`config.mk`:
```
export PLATFORM = sky130hd
export DESIGN_NAME = vpp_gen_seq_flat
export DESIGN_NICKNAME = d
export VERILOG_FILES = /design/src/rtl/vpp_gen_seq_pkg.sv /design/src/rtl/vpp_gen_seq_if.sv /design/src/rtl/vpp_gen_seq_hmul.sv /design/src/rtl/vpp_gen_seq.sv /design/src/flat_wrapper.sv
export SDC_FILE = /design/constraint.sdc
export NUM_CORES = 1
export LEC_CHECK = 0
export BUFFER_PORTS_ARGS = -buffer_cell sky130_fd_sc_hd__buf_2
export CORE_UTILIZATION = 55
export DETAILED_ROUTE_END_ITERATION = 8
export GPL_TIMING_DRIVEN = 0
export PLACE_DENSITY_LB_ADDON = 0.1
export RECOVER_POWER = 50
export SYNTH_ARGS = -nofsm -noshare
export SYNTH_HDL_FRONTEND = slang
export SYNTH_SLANG_ARGS = --single-unit
```
`constraint.sdc`:
```
create_clock -name clk -period 4.8 [get_ports clk]
set_clock_uncertainty 0.1 [all_clocks]
set_input_delay 0.48 -clock clk [delete_from_list [all_inputs] [get_ports clk]]
set_output_delay 0.48 -clock clk [all_outputs]
set_load 0.005 [all_outputs]
```
`src/rtl/vpp_gen_seq_pkg.sv`:
```
// Shared types and constants for the sequential partial-product generator.
package vmul_pkg;

   typedef enum logic [1:0] {
      IDLE = 2'd0,
      CALC = 2'd1,
      DONE = 2'd2
   } vpp_state_t;

   // Order in which the four cross products are produced.
   localparam logic [1:0] STEP_TR = 2'd0;
   localparam logic [1:0] STEP_TL = 2'd1;
   localparam logic [1:0] STEP_BR = 2'd2;
   localparam logic [1:0] STEP_BL = 2'd3;

endpackage

```
`src/rtl/vpp_gen_seq_if.sv`:
```
// Operand/result handshake bundle between the producer, the generator and vadd4.
interface vpp_gen_seq_if #(
   parameter int WIDTH = 8
);
   logic             in_valid;
   logic             in_ready;
   logic [WIDTH-1:0] a;
   logic [WIDTH-1:0] b;
   logic             out_valid;
   logic             out_ready;
   logic [WIDTH-1:0] tl;
   logic [WIDTH-1:0] tr;
   logic [WIDTH-1:0] bl;
   logic [WIDTH-1:0] br;
   logic             busy;

   modport master (
      output in_valid, a, b, out_ready,
      input  in_ready, out_valid, tl, tr, bl, br, busy
   );

   modport slave (
      input  in_valid, a, b, out_ready,
      output in_ready, out_valid, tl, tr, bl, br, busy
   );
endinterface

```
`src/rtl/vpp_gen_seq_hmul.sv`:
```
// Shared unsigned HALF x HALF -> WIDTH multiplier, full precision.
module vmul_hmul #(
   parameter int HALF  = 4,
   parameter int WIDTH = 8
) (
   input  logic [HALF-1:0]  x_i,
   input  logic [HALF-1:0]  y_i,
   output logic [WIDTH-1:0] p_o
);
   assign p_o = WIDTH'(x_i) * WIDTH'(y_i);
endmodule

```
`src/rtl/vpp_gen_seq.sv`:
```
// Four-cycle partial-product generator: one shared half-width multiplier, one product per step.
//  state | meaning
//  IDLE  | waiting for an operand pair, in_ready high
//  CALC  | step 0..3 writes tr, tl, br, bl in that order
//  DONE  | result set presented, waiting for out_ready
module vpp_gen_seq
   import vmul_pkg::*;
#(
   parameter int WIDTH = 8
) (
   input  logic         clk,
   input  logic         rst,
   vpp_gen_seq_if.slave bus
);
   localparam int HALF = WIDTH / 2;

   vpp_state_t       state_q;
   logic [1:0]       step_q;
   logic [WIDTH-1:0] a_q, b_q;
   logic [WIDTH-1:0] tl_q, tr_q, bl_q, br_q;
   logic             out_valid_q;
   logic             busy_q;

   logic [HALF-1:0]  x_d, y_d;
   logic [WIDTH-1:0] prod_d;
   logic             in_ready;
   logic             wr_tr, wr_tl, wr_br, wr_bl;

   // tl/bl use a_hi, br/bl use b_hi
   assign x_d = (step_q == STEP_TL || step_q == STEP_BL) ? a_q[WIDTH-1:HALF] : a_q[HALF-1:0];
   assign y_d = (step_q == STEP_BR || step_q == STEP_BL) ? b_q[WIDTH-1:HALF] : b_q[HALF-1:0];

   vmul_hmul #(
      .HALF  (HALF),
      .WIDTH (WIDTH)
   ) u_hmul (
      .x_i (x_d),
      .y_i (y_d),
      .p_o (prod_d)
   );

   assign wr_tr = (state_q == CALC) && (step_q == STEP_TR);
   assign wr_tl = (state_q == CALC) && (step_q == STEP_TL);
   assign wr_br = (state_q == CALC) && (step_q == STEP_BR);
   assign wr_bl = (state_q == CALC) && (step_q == STEP_BL);

   assign in_ready = (state_q == IDLE) || ((state_q == DONE) && bus.out_ready);

   always_ff @(posedge clk or posedge rst) begin
      if (rst) begin
         state_q     <= IDLE;
         step_q      <= STEP_TR;
         a_q         <= '0;
         b_q         <= '0;
         tl_q        <= '0;
         tr_q        <= '0;
         bl_q        <= '0;
         br_q        <= '0;
         out_valid_q <= 1'b0;
         busy_q      <= 1'b0;
      end else begin
         if (wr_tr) tr_q <= prod_d;
         if (wr_tl) tl_q <= prod_d;
         if (wr_br) br_q <= prod_d;
         if (wr_bl) bl_q <= prod_d;

         case (state_q)
            IDLE: begin
               if (bus.in_valid) begin
                  a_q     <= bus.a;
                  b_q     <= bus.b;
                  step_q  <= STEP_TR;
                  state_q <= CALC;
                  busy_q  <= 1'b1;
               end
            end
            CALC: begin
               if (step_q == STEP_BL) begin
                  step_q      <= STEP_TR;
                  state_q     <= DONE;
                  busy_q      <= 1'b0;
                  out_valid_q <= 1'b1;
               end else begin
                  step_q <= step_q + 2'd1;
               end
            end
            DONE: begin
               if (bus.out_ready) begin
                  out_valid_q <= 1'b0;
                  // back-to-back: the next pair is taken in the same edge the result leaves
                  if (bus.in_valid) begin
                     a_q     <= bus.a;
                     b_q     <= bus.b;
                     step_q  <= STEP_TR;
                     state_q <= CALC;
                     busy_q  <= 1'b1;
                  end else begin
                     state_q <= IDLE;
                  end
               end
            end
            default: begin
               state_q     <= IDLE;
               step_q      <= STEP_TR;
               out_valid_q <= 1'b0;
               busy_q      <= 1'b0;
            end
         endcase
      end
   end

   assign bus.in_ready  = in_ready;
   assign bus.out_valid = out_valid_q;
   assign bus.busy      = busy_q;
   assign bus.tl        = tl_q;
   assign bus.tr        = tr_q;
   assign bus.bl        = bl_q;
   assign bus.br        = br_q;
endmodule

```
`src/flat_wrapper.sv`:
```
// flat-port wrapper written by rule: the top's interface ports become plain ports
module vpp_gen_seq_flat import vmul_pkg::*;
#(
   parameter int WIDTH = 8
)
  (clk, rst, bus_in_valid, bus_a, bus_b, bus_out_ready, bus_in_ready, bus_out_valid, bus_tl, bus_tr, bus_bl, bus_br, bus_busy);
  vpp_gen_seq_if #(.WIDTH(WIDTH)) bus_i ();
  input  logic clk;
  input  logic rst;
  input wire logic [$bits(bus_i.in_valid)-1:0] bus_in_valid;
  input wire logic [$bits(bus_i.a)-1:0] bus_a;
  input wire logic [$bits(bus_i.b)-1:0] bus_b;
  input wire logic [$bits(bus_i.out_ready)-1:0] bus_out_ready;
  output wire logic [$bits(bus_i.in_ready)-1:0] bus_in_ready;
  output wire logic [$bits(bus_i.out_valid)-1:0] bus_out_valid;
  output wire logic [$bits(bus_i.tl)-1:0] bus_tl;
  output wire logic [$bits(bus_i.tr)-1:0] bus_tr;
  output wire logic [$bits(bus_i.bl)-1:0] bus_bl;
  output wire logic [$bits(bus_i.br)-1:0] bus_br;
  output wire logic [$bits(bus_i.busy)-1:0] bus_busy;
  assign bus_i.in_valid = bus_in_valid;
  assign bus_i.a = bus_a;
  assign bus_i.b = bus_b;
  assign bus_i.out_ready = bus_out_ready;
  assign bus_in_ready = bus_i.in_ready;
  assign bus_out_valid = bus_i.out_valid;
  assign bus_tl = bus_i.tl;
  assign bus_tr = bus_i.tr;
  assign bus_bl = bus_i.bl;
  assign bus_br = bus_i.br;
  assign bus_busy = bus_i.busy;
  vpp_gen_seq #(.WIDTH(WIDTH)) u_core (.clk(clk), .rst(rst), .bus(bus_i));
endmodule
```
==> metrics.md <==
| Metric | Value |
|---|---|
| Run status | finished, violations left |
| Failing checks | max-capacitance violations, max-slew violations |
| Pins Over Slew Limit | 33 |
| Slew Limit Headroom | -10.3% |
| # IOs | 55 |
| First-pass GRT wire length | about 8300 um |
| Worst Setup End Kind | flop |
| CTS tree | done |
| DP HPWL | 3860 um |
| Setup TNS | 0 ns |
| Largest net degree at the start of global routing | 33 |
| Commonest non-fill, non-tap cell in the layout | buf_2 |
| Diode count | 0 |
| Delay of the slowest cell on the worst path | 0.53 ns |
| # DRC | 0 |
| Max Root-Sink Buffers | 2 |
| WHS | 0.220 ns |
| Most common cell type on the critical path | fa_1 |
| Min-delay worst type | in -> async |
| Crit path cell chain | inv_1 -> ha_1 -> nor2_1 -> mux2i_1 -> or2_2 -> fa_1 -> inv_1 -> fa_1 -> fa_1 -> a21o_1 -> a21oi_1 -> xor2_1 -> o21ai_0 |
| Global route total overflow | 0 |
| Root buf cell | clkbuf_8 |
| Crit path DAT | 4.42 ns |
| Final period util | 90.5% |
| Vias in the first global route | between 1,500 and 2,000 |
| Syn Area/Cell | 11.8 um2 |
| Initial detailed-routing violation count | 88 |
| Number of port buffers | 54 |
| RSZ-0062 raised after global routing | no |
| Post-CTS Resized | 0 |
| Die W | just over 70 um |
| Cell count after synthesis | 232 |
| Final #Nets | 335 |
| Non-Filler Instances | 362 |
| CP Buf/Inv Count | 2 |
| Max cap viols | 1 |
| Worst-path fanout max | 6 |
| DR WL/cell | 13.5 um |
| CTS sink cnt | 54 |
| Core Area | 4750 um2 |
| Drt total wl | 4900 um |
| # H-tree levels | 2 |
| Syn_nets | between 200 and 300 |
| Slowest cell on the critical path | fa_1 |
| Vias/cell | 5.19 |
| Effective utilization at floorplan | 57.7% |
| Total CTS buffers | 5 |
| Mapped Area | 2750 um2 |
| Ratio of cells with drive above 1 in the final layout | between 30% and 40% |
| Max frequency | 0.230 GHz |
| Drt first pass iters | 4 |
| Warnings from Yosys | 0 |
| Final setup fails | 0 |
| Clock slew at the register clock pins of the worst setup and hold paths | 0.09 ns |
| Yosys cell types | 33 |
| Initial antenna violation count | 0 |
| Placed insts | 354 |
| Clock Latency Late Sink | 0.30 ns |
| Min cycle time layout | 4.35 ns |
| # hold bufs at CTS | 0 |
| Post-route ant nets | 0 |
| # rows | 25 |
| Least-Margin Pin Slew | 1.66 ns |
| Sequential share of the synthesized area | 49.2% |
| Final Hold Fails | 0 |
| Die area | 5280 um2 |
| RD Place Congestion | 0.759 |
| Syn-to-layout area delta | 16.9% |
| Post CTS Setup Buffer Count | 0 |
| Kind of critical path | reg -> reg |
| Vias | 1,880 |
| Worst Setup Slack, final | 0.454 ns |
| Die H | roughly 73 um |
| Critical path startpoint category | flop |
| Place WS | 0.441 ns |
| Crit-path leading delay family | adder cells |
| GRT Util Overall | roughly a fifth |
| Commonest cells after routing, fill and taps aside | buf_2 (56), dfrtp_1 (54), nand2_1 (22) |
| Flops & latches, synth | 54 |
| Req. time, crit path | 4.88 ns |
[synth_stat cells (all sizes together)]
| cell | count | area (um2) |
|---|---|---|
| o21bai | 2 | 15.0 |
| nand2 | 22 | 82.6 |
| nor3b | 2 | 15.0 |
| nand3 | 5 | 25.0 |
| a21o | 1 | 7.51 |
| inv | 5 | 18.8 |
| nand3b | 5 | 37.5 |
| a21oi | 5 | 25.0 |
| dfrtp | 54 | 1350 |
| nor2 | 16 | 62.6 |
| xnor2 | 1 | 8.76 |
| a41oi | 4 | 35.0 |
| xor2 | 1 | 8.76 |
| or2 | 5 | 31.3 |
| or3 | 4 | 25.0 |
| and2 | 1 | 8.76 |
| a211o | 1 | 8.76 |
| nor3 | 4 | 20.0 |
| ha | 17 | 213 |
| nand2b | 3 | 21.3 |
| nor2b | 2 | 20.0 |
| mux2i | 12 | 120 |
| o31ai | 1 | 7.51 |
| o21ai | 20 | 100 |
| fa | 4 | 80.1 |
| mux2 | 28 | 349 |
| buf | 7 | 47.5 |
[area by class of cell]
| class | count | area [um2] |
|---|---|---|
| Multi-Input combinational cell | 166 | 1330 |
| Buffer | 7 | 47.5 |
| Tap cell | 67 | 83.8 |
| Fill cell | 406 | 1550 |
| Sequential cell | 54 | 1350 |
| Timing Repair Buffer | 55 | 270 |
| Clock buffer | 6 | 72.6 |
| Clock inverter | 2 | 37.5 |
| Inverter | 5 | 18.8 |
[routing by layer]
layer / vias up / global-route usage, % / wire, um
met2: 46 / 32.1 / 2310
met1: 883 / 29.5 / 2350
met3: 7 / 3.31 / 193
li1: 944 / - / -
met5: - / 0 / 0
met4: 0 / 6.54 / 49
[sequential cells by signal, summed over array words and instances (netlist names), 2 cells and up]
name / cells
u_core.a_q: 8
u_core.b_q: 8
u_core.bus.tl: 8
u_core.state_q: 2
u_core.bus.bl: 8
u_core.step_q: 2
u_core.bus.tr: 8
u_core.bus.br: 8
[logic make-up after synthesis]
family	Yosys count	synth area share, %
DFF	54	49.2
xor gates and xnor gates	2	0.638
buffers and inverters	12	2.42
adders and majority gates	21	10.7
and+or+nand+nor	69	12.7
muxes	40	17.1
AOI/OAI and AO/OA	34	7.25
[through the flow]
step	utilization, %	instance area, um2
after floorplan	-	2750
after global placement	65.2	3100
after detailed placement	65.6	3120
after CTS	67.9	3230
after global routing	67.5	3210
final	67.5	3210
[worst paths after layout]
kind                                         startpoint                      endpoint  slack [ns]  depth (start not counted)
min                                                 rst  u_core.bus.tr[4]$_DFFE_PP0P_        0.22                          2
max in group asynchronous                           rst     u_core.a_q[2]$_DFFE_PP0P_        2.38                          3
min in group clk                               bus_b[0]     u_core.b_q[0]$_DFFE_PP0P_        0.31                          2
max reg2reg                u_core.step_q[0]$_DFFE_PP0P_  u_core.bus.tr[6]$_DFFE_PP0P_        0.45                         13
min reg2reg                u_core.bus.br[6]$_DFFE_PP0P_  u_core.bus.br[6]$_DFFE_PP0P_        0.38                          2
max                        u_core.step_q[0]$_DFFE_PP0P_  u_core.bus.tr[6]$_DFFE_PP0P_        0.45                         13
Power is left out: the tool's default activity adds up to more than one toggle a clock period on the data nets, which glitch-free logic cannot reach.
